<file path="src/rtl/dmem_bus_ctrl.sv">
`default_nettype none
// ============================================================================
//  Module      : dmem_bus_ctrl
//  Description : Data-memory bus controller behind the M stage. Converts an
//                M-stage load/store into a single req/ack bus transaction,
//                stalls M until a result is available, holds that result
//                until the pipeline advances, and aborts dead slaves on a
//                timeout with a sticky error flag.
//  Revision    : 1.0 - initial release
// ============================================================================
module dmem_bus_ctrl #(
   parameter int          ADDR_W  = 18,
   parameter int          TIMEOUT = 64,
   parameter logic [31:0] ERR_VAL = 32'h0
) (
   input  logic              clk,
   input  logic              reset,
   input  logic              mem_rd_M,
   input  logic              mem_wr_M,
   input  logic [31:0]       addr_M,
   input  logic [31:0]       wdata_M,
   input  logic [3:0]        byte_en_M,
   input  logic              advance_M,
   input  logic              flush_M,
   input  logic              err_clr,
   output logic [31:0]       read_data_M,
   output logic              data_mem_ack,
   output logic              bus_req,
   output logic              bus_we,
   output logic [ADDR_W-3:0] bus_addr,
   output logic [31:0]       bus_wdata,
   output logic [3:0]        bus_be,
   input  logic              bus_ack,
   input  logic [31:0]       bus_rdata,
   output logic              bus_err,
   output logic [31:0]       err_addr
);

   localparam int CNT_W = (TIMEOUT > 2) ? $clog2(TIMEOUT) : 1;
   localparam logic [CNT_W-1:0] c_cnt_last = CNT_W'(TIMEOUT - 1);

   typedef enum logic [1:0] {
      S_IDLE = 2'd0,
      S_BUSY = 2'd1,
      S_DONE = 2'd2
   } state_t;

   state_t            r_state;
   logic [CNT_W-1:0]  r_count;
   logic              r_discard;   // M-stage owner of the in-flight access was squashed
   logic [31:0]       r_addr;      // full byte address of the in-flight access

   logic w_req;
   logic w_drop;
   logic w_expire;

   // Request qualification, result drop decision and timeout detect
   always_comb begin
      w_req        = (mem_rd_M | mem_wr_M) & ~flush_M;
      w_drop       = r_discard | flush_M;
      w_expire     = (r_count == c_cnt_last);
      data_mem_ack = ~w_req | (r_state == S_DONE);
   end

   // Transaction sequencer: issue, wait for ack or timeout, hold result
   always_ff @(posedge clk or negedge reset) begin
      if (!reset) begin
         r_state     <= S_IDLE;
         r_count     <= '0;
         r_discard   <= 1'b0;
         r_addr      <= '0;
         bus_req     <= 1'b0;
         bus_we      <= 1'b0;
         bus_addr    <= '0;
         bus_wdata   <= '0;
         bus_be      <= '0;
         read_data_M <= '0;
         bus_err     <= 1'b0;
         err_addr    <= '0;
      end else begin
         case (r_state)
            S_IDLE: begin
               if (w_req) begin
                  bus_req   <= 1'b1;
                  bus_we    <= mem_wr_M;
                  bus_addr  <= addr_M[ADDR_W-1:2];
                  bus_wdata <= wdata_M;
                  bus_be    <= mem_wr_M ? byte_en_M : 4'hF;
                  r_addr    <= addr_M;
                  r_count   <= '0;
                  r_discard <= 1'b0;
                  r_state   <= S_BUSY;
               end
            end
            S_BUSY: begin
               r_count <= r_count + 1'b1;
               // A squash never aborts the bus cycle; it only marks the result as unwanted
               if (flush_M) begin
                  r_discard <= 1'b1;
               end
               if (bus_ack) begin
                  bus_req <= 1'b0;
                  if (w_drop) begin
                     r_state <= S_IDLE;
                  end else begin
                     if (!bus_we) begin
                        read_data_M <= bus_rdata;
                     end
                     r_state <= S_DONE;
                  end
               end else if (w_expire) begin
                  bus_req <= 1'b0;
                  bus_err <= 1'b1;
                  if (!bus_err) begin
                     err_addr <= r_addr;
                  end
                  if (w_drop) begin
                     r_state <= S_IDLE;
                  end else begin
                     if (!bus_we) begin
                        read_data_M <= ERR_VAL;
                     end
                     r_state <= S_DONE;
                  end
               end
            end
            S_DONE: begin
               // Return to IDLE first so the held request is not sampled twice
               if (advance_M || flush_M) begin
                  r_state <= S_IDLE;
               end
            end
            default: begin
               r_state <= S_IDLE;
            end
         endcase
         // Clear wins over a same-cycle timeout set
         if (err_clr) begin
            bus_err <= 1'b0;
         end
      end
   end

endmodule
`default_nettype wire

</file>
<file path="config.mk">
export PLATFORM = sky130hd
export DESIGN_NAME = dmem_bus_ctrl
export DESIGN_NICKNAME = d
export VERILOG_FILES = /design/src/rtl/dmem_bus_ctrl.sv
export SDC_FILE = /design/constraint.sdc
export NUM_CORES = 1
export LEC_CHECK = 0
export ABC_CLOCK_PERIOD_IN_PS = 2400
export CAP_MARGIN = 20
export CORE_UTILIZATION = 41
export DETAILED_ROUTE_END_ITERATION = 8
export GPL_TIMING_DRIVEN = 0
export PLACE_DENSITY = 0.81
export SYNTH_ARGS = -nofsm -noshare
export SYNTH_HDL_FRONTEND = slang
export SYNTH_SLANG_ARGS = --single-unit
</file>
<file path="constraint.sdc">
create_clock -name clk -period 2.4 [get_ports clk]
set_input_delay 0.48 -clock clk [delete_from_list [all_inputs] [get_ports clk]]
set_output_delay 0.48 -clock clk [all_outputs]
set_load 0.02 [all_outputs]
</file>
==> results.md, run 1 <==
* Status: completed
* Final setup vio count at 0
* Slowest CP cell: clkdlybuf4s50_1
* Nets at 829
* Setup skew after layout at ~0.007 ns
* Syn Area/Cell at about 13 um2
* Critical R2R Capture: err_addr[24]$_DFFE_PN0P_
* CTS Sinks at 144
* Std-Cell Rows at 44
* Main flop type after synthesis: dfrtp_1
* Syn_nets at 581
* Total GRT Usage at approximately a fifth
* Hold-fix buffers, CTS at 0
* DRC at 0
* Tcrit/Tclk final at 91.1%
* # IOs at about 230
* Post-synthesis sequential area ratio at between 50% and 60%
* Fillers at roughly 1.1k
* Worst min-delay path category: in2async
* Crit path largest cell delay at 0.60 ns
* Dominant cell type by area after synthesis: dfrtp_1
* Critical Path RT at roughly 1.9 ns
* Initial Util at between 40% and 50%
* Reg clk slew, reported paths at roughly 0.060 ns
* Diode count at 0
* CTS tree: yes
* R2r setup slk at approximately 0.34 ns
* Cell Area, Synth at between 6000 and 7000 um2
* Worst VDD drop at between 500 and 600 uV
* Leakage at just under 0.004 uW
* Most common cell in the synthesized netlist: dfrtp_1
* Routability Congestion at about 0.83
* Maximum clock frequency at 457 MHz
* Power Density at around 940 nW/um2
* ANT nets after route at 0
* Skew-Pair Late Insertion Delay at ~0.41 ns
* Synth warnings at 0
* Routed via count at approximately 4.7k
* Crit path max-delay family: buffers and inverters
* Port Buf Inserts at ~230
* Reg2Reg Depth at 5
* Crit-path max FO at 6
* Most common library cells after synthesis: dfrtp_1, mux2_2, o21ai_0
* Area after DPL at 8580 um2
* Seq cells post-synth at between 100 and 150
* Initial antenna violation count at 0
* CP Launch Type: input port
* Initial DRC count at ~250
* Crit. End Element: output port
* Max Cap Violations at 0
* Detailed Place HPWL at approximately 11 mm
* Via density at between 5 and 6
* Crit Path Class: in2out
* Number of global-route vias before repair at roughly 4.9k
* Area delta synth->final at 52.3%
* Drt wl/cell at between 15 and 20 um
* Fin. max-slew vios at 0
* Worst EP arrival at around 1.7 ns
* Synth Instances at roughly 470
* Width of the die at 124 um
* Most area-consuming cells after synthesis: dfrtp_1, mux2_2, o211ai_1, o21ai_0, nand3_1
* Worst-path cell chain: clkdlybuf4s50_1 -> o21bai_4 -> nand2b_1 -> dlygate4sd2_1
* H-tree Lvls at 4
* Clock Path Buffers at 2
* Reg area at approximately 3600 um2
* Design area at slightly above 9000 um2
* Clock buffer count from CTS at 17
* TritonRoute pass-1 iters at 4
* CP bufs+invs at 2
* Min Tclk post-route at approximately 2.2 ns
* Layout cells sized above 1 at between 20% and 30%
* Die area at 15,300 um2
* Reg2Reg Launch Point: r_count[0]$_DFFE_PN0P_
* Top cell type's share of synthesized area at 59.5%
* Root buf cell: clkbuf_16
* Overall die height at 124 um
* Global-route wire length before repair at 24.0 mm
* Worst Tran Pin Value at 0.655 ns
* Headroom to the max-slew limit at a little under three fifths
* Post-synthesis async set-or-reset flop share at 100%
* Core area at 14,500 um2
* EDFF count, synth at 0
* Gr ovfl total at 0
* Pin count of the biggest net entering global routing at 80
* RSZ-0062 raised after global routing: false
* Final hold violations at 0
* Post-synth cell types at 38
* Core Util, Final at between 60% and 70%
* Multi-input gate area at roughly 2000 um2
* Total Wirelength at roughly 15 mm
power by group:
part	switching [uW]	internal, uW
sequential	355	2950
clock	1030	1720
combinational	1220	1390
registers in the layout, summed over array words and instances, names as in the netlist:
| name | count |
|---|---|
| r_state | 2 |
| bus_wdata | 32 |
| bus_be | 4 |
| bus_we | 1 |
| bus_err | 1 |
| err_addr | 32 |
| bus_req | 1 |
| r_addr | 17 |
| read_data_M | 32 |
| r_count | 6 |
| r_discard | 1 |
| bus_addr | 15 |
cell usage in the layout, fill, tap and decap left out, drive strengths merged, types with 2 or more instances in the layout:
cell type | netlist | routed
or2 | 2 | 2
inv | 32 | 34
a21oi | 2 | 2
nor2b | 5 | 5
clkinv | 0 | 3
nor2 | 2 | 2
nand2b | 3 | 3
o21bai | 2 | 2
mux2 | 97 | 97
nor3 | 3 | 3
o21ai | 44 | 44
o211ai | 34 | 34
clkdlybuf4s50 | 0 | 225
buf | 30 | 33
clkinvlp | 0 | 4
nand3 | 34 | 34
nand2 | 6 | 6
clkbuf | 16 | 36
bufinv | 0 | 3
mux2i | 2 | 2
dfrtp | 144 | 144
metrics by stage:
| step | power [uW] | worst slack (ns) | TNS (ns) | cells | hold WS, ns |
|---|---|---|---|---|---|
| floorplan | 4670 | 0.665 | 0 | 472 | 0.184 |
| global route | 9100 | 0.116 | 0 | 917 | 0.105 |
| global placement | 5850 | -4.63 | -669.65 | 883 | 0.472 |
| finish | 8670 | 0.213 | 0 | 917 | 0.0542 |
| CTS | 8760 | 0.229 | 0 | 917 | 0.0745 |
| detailed placement | 5970 | -0.237 | -5.66 | 884 | 0.490 |
worst register-to-register path: cells and delay by family (launching register included):
kind                       cells  cell delay, ns
muxes                          1            0.35
DFF                            1            0.43
buffers and inverters          1            0.24
adders and majority gates      1            0.27
and+or+nand+nor                2            0.65
worst max path at each step:
| stage | startpoint | cells past startpoint | end |
|---|---|---|---|
| after floorplan | r_count[0]$_DFFE_PN0P_ | 5 | err_addr[10]$_DFFE_PN0P_ |
| after global placement | reset | 1 | bus_wdata[0]$_DFFE_PN0P_ |
| after detailed placement | mem_wr_M | 4 | data_mem_ack |
| after CTS | flush_M | 7 | bus_wdata[3]$_DFFE_PN0P_ |
| after global routing | flush_M | 7 | bus_wdata[3]$_DFFE_PN0P_ |
| final | flush_M | 4 | data_mem_ack |
per-layer routing:
layer | GRT usage, % | wire length (um) | vias to the layer above
li1 | - | - | 2144
met1 | 24.3 | 6140 | 2348
met2 | 35.2 | 7670 | 188
met3 | 5.95 | 1100 | 20
met4 | 7.23 | 230 | 0
met5 | 0 | 0 | -
logic make-up (layout without fill, tap and decap cells):
kind of cell               after synthesis  after routing  synth area share, %
DFF                                    144            144                 59.5
muxes                                   99             99                 18.4
AOI/OAI and AO/OA                       89             89                 9.30
buffers and inverters                   78            339                 6.78
and+or+nand+nor                         61             61                 5.81
adders and majority gates                1              1                0.207
area by class of cell:
| class | instances | share of cell area, % |
|---|---|---|
| Buffer | 46 | 3.15 |
| Inverter | 32 | 1.30 |
| Multi-Input combinational cell | 250 | 22.2 |
| Clock inverter | 12 | 1.70 |
| Timing Repair Buffer | 229 | 25.0 |
| Tap cell | 184 | 2.50 |
| Clock buffer | 20 | 5.06 |
| Sequential cell | 144 | 39.1 |
what timing repair did:
item                       CTS  global route
gates resized for setup      2             0
setup endpoints to repair    1             0
buffers inserted             1             0
(Power assumes the default switching activity.)
==> run 2, diff against run 1 <==
--- a/config.mk
+++ b/config.mk
@@ -6,7 +6,7 @@
 export NUM_CORES = 1
 export LEC_CHECK = 0
 export ABC_CLOCK_PERIOD_IN_PS = 2400
-export CAP_MARGIN = 20
+export CAP_MARGIN = 10
 export CORE_UTILIZATION = 41
 export DETAILED_ROUTE_END_ITERATION = 8
 export GPL_TIMING_DRIVEN = 0
==> run 2 against run 1 <==
Against the previous run: first-iteration DRC count unchanged; utilization unchanged; cell count unchanged; clock power is essentially flat; sequential power about the same; critical path type unchanged; highest routed layer unchanged.
==> results.md, run 2 (synthesized netlist as in run 1, its figures left out) <==
* Power share of the combinational group at 30.2%
* Tcrit/Tclk final at slightly above 90%
* Width of the die at 124 um
* # IOs at ~230
* Root buf cell: clkbuf_16
* Nets at about 830
* Hold-fix buffers, CTS at 0
* Number of global-route vias before repair at between 4k and 5k
* Core area at approximately 14,000 um2
* P_sw at about 2600 uW
* Regs by FF count: bus_wdata (32), err_addr (32), read_data_M (32)
* Overall die height at 124 um
* Most common cell after layout, fill and taps aside: clkdlybuf4s50_1
* Layout cells sized above 1 at between 20% and 30%
* Total Wirelength at about 15 mm
* Pin count of the biggest net entering global routing at 80
* H-tree Lvls at 4
* Drt wl/cell at 16.5 um
* Power Density at 940 nW/um2
* Finished Layout Cells at about 900
* Worst Tran Pin Value at about 0.66 ns
* Routability Congestion at 0.825
* Std-Cell Rows at 44
* Worst min-delay path category: in2async
* Clock Path Buffers at 2
* ANT nets after route at 0
* Global-route wire length before repair at between 20 and 25 mm
* Status: completed
* Diode count at 0
* Fin. max-slew vios at 0
* # placed instances at approximately 900
* Final setup vio count at 0
* Hold Slack at 0.0542 ns
* Final hold violations at 0
* Maximum clock frequency at 457 MHz
* Leakage at between 0.003 and 0.004 uW
* Initial antenna violation count at 0
* Clk network pwr share at a little under a third
* Die area at 15,300 um2
* Headroom to the max-slew limit at a little under three fifths
* CTS tree: yes
* Clock buffer count from CTS at 17
* DRC at 0
* Initial Util at roughly two fifths
* Crit Path Class: in2out
* RSZ-0062 raised after global routing: false
* Area delta synth->final at 52.3%
* Crit. End Element: output port
* Min Tclk post-route at ~2.2 ns
* Port Buf Inserts at approximately 230
* CP Launch Type: input port
* Switching share of power at 30.1%
* Gr ovfl total at 0
* Initial DRC count at ~250
* Worst VDD drop at between 500 and 600 uV
* Detailed Place HPWL at between 10 and 15 mm
* CTS Sinks at 144
* Commonest cells after routing, fill and taps aside: clkdlybuf4s50_1, dfrtp_1, mux2_2
* Max Cap Violations at 0
* Flop pwr share at a little under two fifths
* Routed via count at 4,700
* Setup skew after layout at approximately 0.0069 ns
* Via density at 5.13
* Total GRT Usage at between 20% and 30%
* Skew-Pair Late Insertion Delay at ~0.4 ns
* Critical Path RT at around 1.9 ns
* Crit-path max FO at 6
* TNS Setup at 0 ns
* Int Power at a little over 6000 uW
* TritonRoute pass-1 iters at 4
* Worst EP arrival at 1.71 ns
* Fillers at between 1k and 1.5k
* Reg clk slew, reported paths at 0.06 ns
-- run 2: through the flow --
step                      instance area (um2)  total power, uW  setup WS (ns)  util [%]
after floorplan                          6050             4670          0.665         -
after global placement                   8560             5850          -4.63      59.1
after detailed placement                 8580             5970         -0.237      59.3
after CTS                                9220             8760          0.229      63.7
after global routing                     9220             9100          0.116      63.7
final                                    9220             8670          0.213      63.7
-- run 2: what timing repair did --
item | CTS | global route
setup buffers | 1 | 0
resized for setup | 2 | 0
endpoints found under the hold margin | 0 | 0
setup endpoints to repair | 1 | 0
-- run 2: layout make-up --
cell class                      count  area [um2]  area share (%)
Clock inverter                     12         156            1.70
Inverter                           32         120            1.30
Buffer                             46         290            3.15
Tap cell                          184         230            2.50
Timing Repair Buffer              229        2310            25.0
Sequential cell                   144        3600            39.1
Clock buffer                       20         467            5.06
Multi-Input combinational cell    250        2050            22.2
-- run 2: path summary, 6_finish.rpt --
kind | startpoint | to | slack (ns) | depth (start not counted)
max reg2reg | r_count[0]$_DFFE_PN0P_ | err_addr[24]$_DFFE_PN0P_ | 0.34 | 5
min reg2reg | err_addr[6]$_DFFE_PN0P_ | err_addr[6]$_DFFE_PN0P_ | 0.50 | 1
min | reset | bus_addr[3]$_DFFE_PN0P_ | 0.05 | 1
max in group asynchronous | reset | bus_wdata[24]$_DFFE_PN0P_ | 1.56 | 2
max | flush_M | data_mem_ack | 0.21 | 4
min in group clk | err_addr[6]$_DFFE_PN0P_ | err_addr[6]$_DFFE_PN0P_ | 0.50 | 1
-- run 2: layer usage --
layer | vias up | GRT usage (%) | share of wire [%]
li1 | 2144 | - | -
met1 | 2348 | 24.3 | 41
met2 | 188 | 35.2 | 51
met3 | 20 | 5.95 | 7.3
met4 | 0 | 7.23 | 1.5
met5 | - | 0 | 0
-- run 2: worst max-delay path, cell delays in order --
cell and delay (ns):
clkdlybuf4s50_1 0.60, o21bai_4 0.17, nand2b_1 0.11, dlygate4sd2_1 0.34
-- run 2: power groups by stage --
stage / Sequential [uW] / Clock, uW / Combinational [uW]
after floorplan: 3630 / 0 / 1040
after global placement: 3300 / 0 / 2560
after detailed placement: 3340 / 0 / 2630
after CTS: 3300 / 2810 / 2640
after global routing: 3380 / 2920 / 2810
final: 3300 / 2760 / 2610
==> run 3, diff against run 2 <==
--- a/config.mk
+++ b/config.mk
@@ -9,8 +9,8 @@
 export CAP_MARGIN = 10
 export CORE_UTILIZATION = 41
 export DETAILED_ROUTE_END_ITERATION = 8
+export DONT_BUFFER_PORTS = 1
 export GPL_TIMING_DRIVEN = 0
-export PLACE_DENSITY = 0.81
 export SYNTH_ARGS = -nofsm -noshare
 export SYNTH_HDL_FRONTEND = slang
 export SYNTH_SLANG_ARGS = --single-unit
==> run 3 against run 2 <==
Against the previous run: the flow now finishes with violations (negative hold slack); non-clock buffer count shrank 229; sequential share of layout area rose by 13 points; first-iteration DRC count decreased by 33%; combinational power is 54% lower; utilization is 16 points lower; critical path type is now reg2reg; largest power group unchanged.
==> results.md, run 3 (synthesized netlist as in run 1, its figures left out) <==
* Worst min-delay path category: in2async
* Width of the die at 124 um
* Std-Cell Rows at 44
* Crit-path max FO at 10
* Core area at around 14,000 um2
* Regs by FF count: bus_wdata (32), err_addr (32), read_data_M (32)
* P_sw at between 2000 and 2500 uW
* Nets at 600
* RSZ-0062 raised after global routing: false
* Final setup vio count at 0
* Hold Slack at -0.242 ns
* Overall die height at roughly 120 um
* Crit path max-delay family: simple AND/OR/NAND/NOR gates
* Commonest cells after routing, fill and taps aside: dfrtp_1, mux2_2, o21ai_0
* Detailed Place HPWL at 8.78 mm
* Initial DRC count at approximately 170
* Number of global-route vias before repair at 3,793
* Via density at around 5.4
* Power Density at around 1100 nW/um2
* Worst EP arrival at around 2.3 ns
* Post-CTS Setup Repair Bufs at 0
* Total Wirelength at 12.6 mm
* Slowest CP cell: dfrtp_1
* ANT nets after route at 0
* Maximum clock frequency at 500 MHz
* Worst slack, placed at approximately 0.37 ns
* Max Cap Violations at 0
* Pin count of the biggest net entering global routing at 145
* Setup slack after layout at 0.399 ns
* Fin. max-slew vios at 0
* CTS Sinks at 144
* Port Buf Inserts at 0
* Setup skew after layout at ~0.0072 ns
* Clock Path Buffers at 2
* # IOs at roughly 230
* Failing checks: negative hold slack
* CP Launch Type: flop
* Final hold violations at 144
* Flop pwr share at between 40 and 50%
* Reg clk slew, reported paths at 0.06 ns
* Most common cell after layout, fill and taps aside: dfrtp_1
* Worst-path cell chain: ha_1 -> nand4b_1 -> nor4_4 -> buf_6 -> mux2_2
* Root buf cell: clkbuf_16
* Status: finished with violations
* Met3 usage at about 7.5%
* TNS Setup at 0 ns
* Worst VDD drop at 574 uV
* Layout cells sized above 1 at approximately a third
* Tcrit/Tclk final at a little over four fifths
* DRC at 0
* Reg area at around 3600 um2
* TritonRoute pass-1 iters at 4
* Crit. End Element: flop
* Headroom to the max-slew limit at 57.5%
* Routability Congestion at 0.735
* Crit path largest cell delay at approximately 0.42 ns
* Fillers at approximately 1.3k
* Leakage at between 0.003 and 0.004 uW
* Initial Util at a little over two fifths
* H-tree Lvls at 4
* Power share of the combinational group at approximately 16%
* Area delta synth->final at 13.7%
* Skew-Pair Late Insertion Delay at ~0.42 ns
* Worst Tran Pin Value at approximately 0.64 ns
* Gr ovfl total at 0
* Crit Path Class: reg2reg
* Met1 usage at between 20% and 30%
* PostCTS Resize Cnt at 0
* Met2 usage at a little over a quarter
* Multi-input gate area at between 2000 and 2500 um2
* Switching share of power at between 30% and 40%
* Initial antenna violation count at 1
* Die area at approximately 15,000 um2
* Total GRT Usage at between 10% and 20%
* Global-route wire length before repair at just under 20 mm
* Clk network pwr share at a little over a third
* Int Power at 5240 uW
* CP bufs+invs at 1
* Drt wl/cell at roughly 18 um
* Clock buffer count from CTS at 17
* CTS tree: yes
* Critical Path RT at approximately 2.7 ns
* Gr busiest metal: met2
* Routed via count at about 3.7k
* Min Tclk post-route at between 2 and 2.5 ns
-- run 3: final timing paths --
check                                      endpoint  depth (start not counted)              startpoint  slack, ns
setup / recovery            err_addr[8]$_DFFE_PN0P_                          5  r_count[0]$_DFFE_PN0P_       0.40
hold / removal             bus_addr[11]$_DFFE_PN0P_                          0                   reset      -0.24
setup reg to reg            err_addr[8]$_DFFE_PN0P_                          5  r_count[0]$_DFFE_PN0P_       0.40
hold reg to reg            err_addr[25]$_DFFE_PN0P_                          1  r_addr[25]$_DFFE_PN0P_       0.50
max in group asynchronous    r_count[0]$_DFFE_PN0P_                          0                   reset       2.49
min in group clk           bus_addr[13]$_DFFE_PN0P_                          1              addr_M[15]       0.21
-- run 3: per-stage QoR --
stage | area, um2 | power [uW] | instances | hold slack [ns] | util [%]
global route | 6890 | 8000 | 689 | -0.271 | 47.6
CTS | 6880 | 7690 | 688 | -0.267 | 47.5
floorplan | 6050 | 4670 | 472 | 0.184 | -
finish | 6890 | 7590 | 689 | -0.242 | 47.6
detailed placement | 6280 | 4970 | 656 | 0.189 | 43.4
global placement | 6280 | 4900 | 656 | 0.188 | 43.4
-- run 3: cell type report --
type,instances,area share [%]
diodes,1,0.0363
inverters,32,1.74
clock inverters,10,1.96
flip-flops and latches,144,52.3
plain buffers,46,4.22
multi-input cells,250,29.6
clock buffers,22,6.74
well taps,184,3.34
-- run 3: worst reg2reg max path, cell delays in order, from the launching register on --
cell,delay (ns)
dfrtp_1,0.42
ha_1,0.27
nand4b_1,0.20
nor4_4,0.41
buf_6,0.23
mux2_2,0.35
-- run 3: metal layers --
metal	wire (um)	share of wire [%]
met4	131	1.0
met2	6140	49
met1	5280	42
met3	1090	8.6
met5	0	0
-- run 3: power groups by stage --
| stage | registers [uW] | clock network, uW | logic (uW) |
|---|---|---|---|
| final | 3700 | 2680 | 1210 |
| after global routing | 3790 | 2870 | 1340 |
| after CTS | 3710 | 2750 | 1220 |
| after detailed placement | 3750 | 0 | 1230 |
| after global placement | 3720 | 0 | 1180 |
| after floorplan | 3630 | 0 | 1040 |
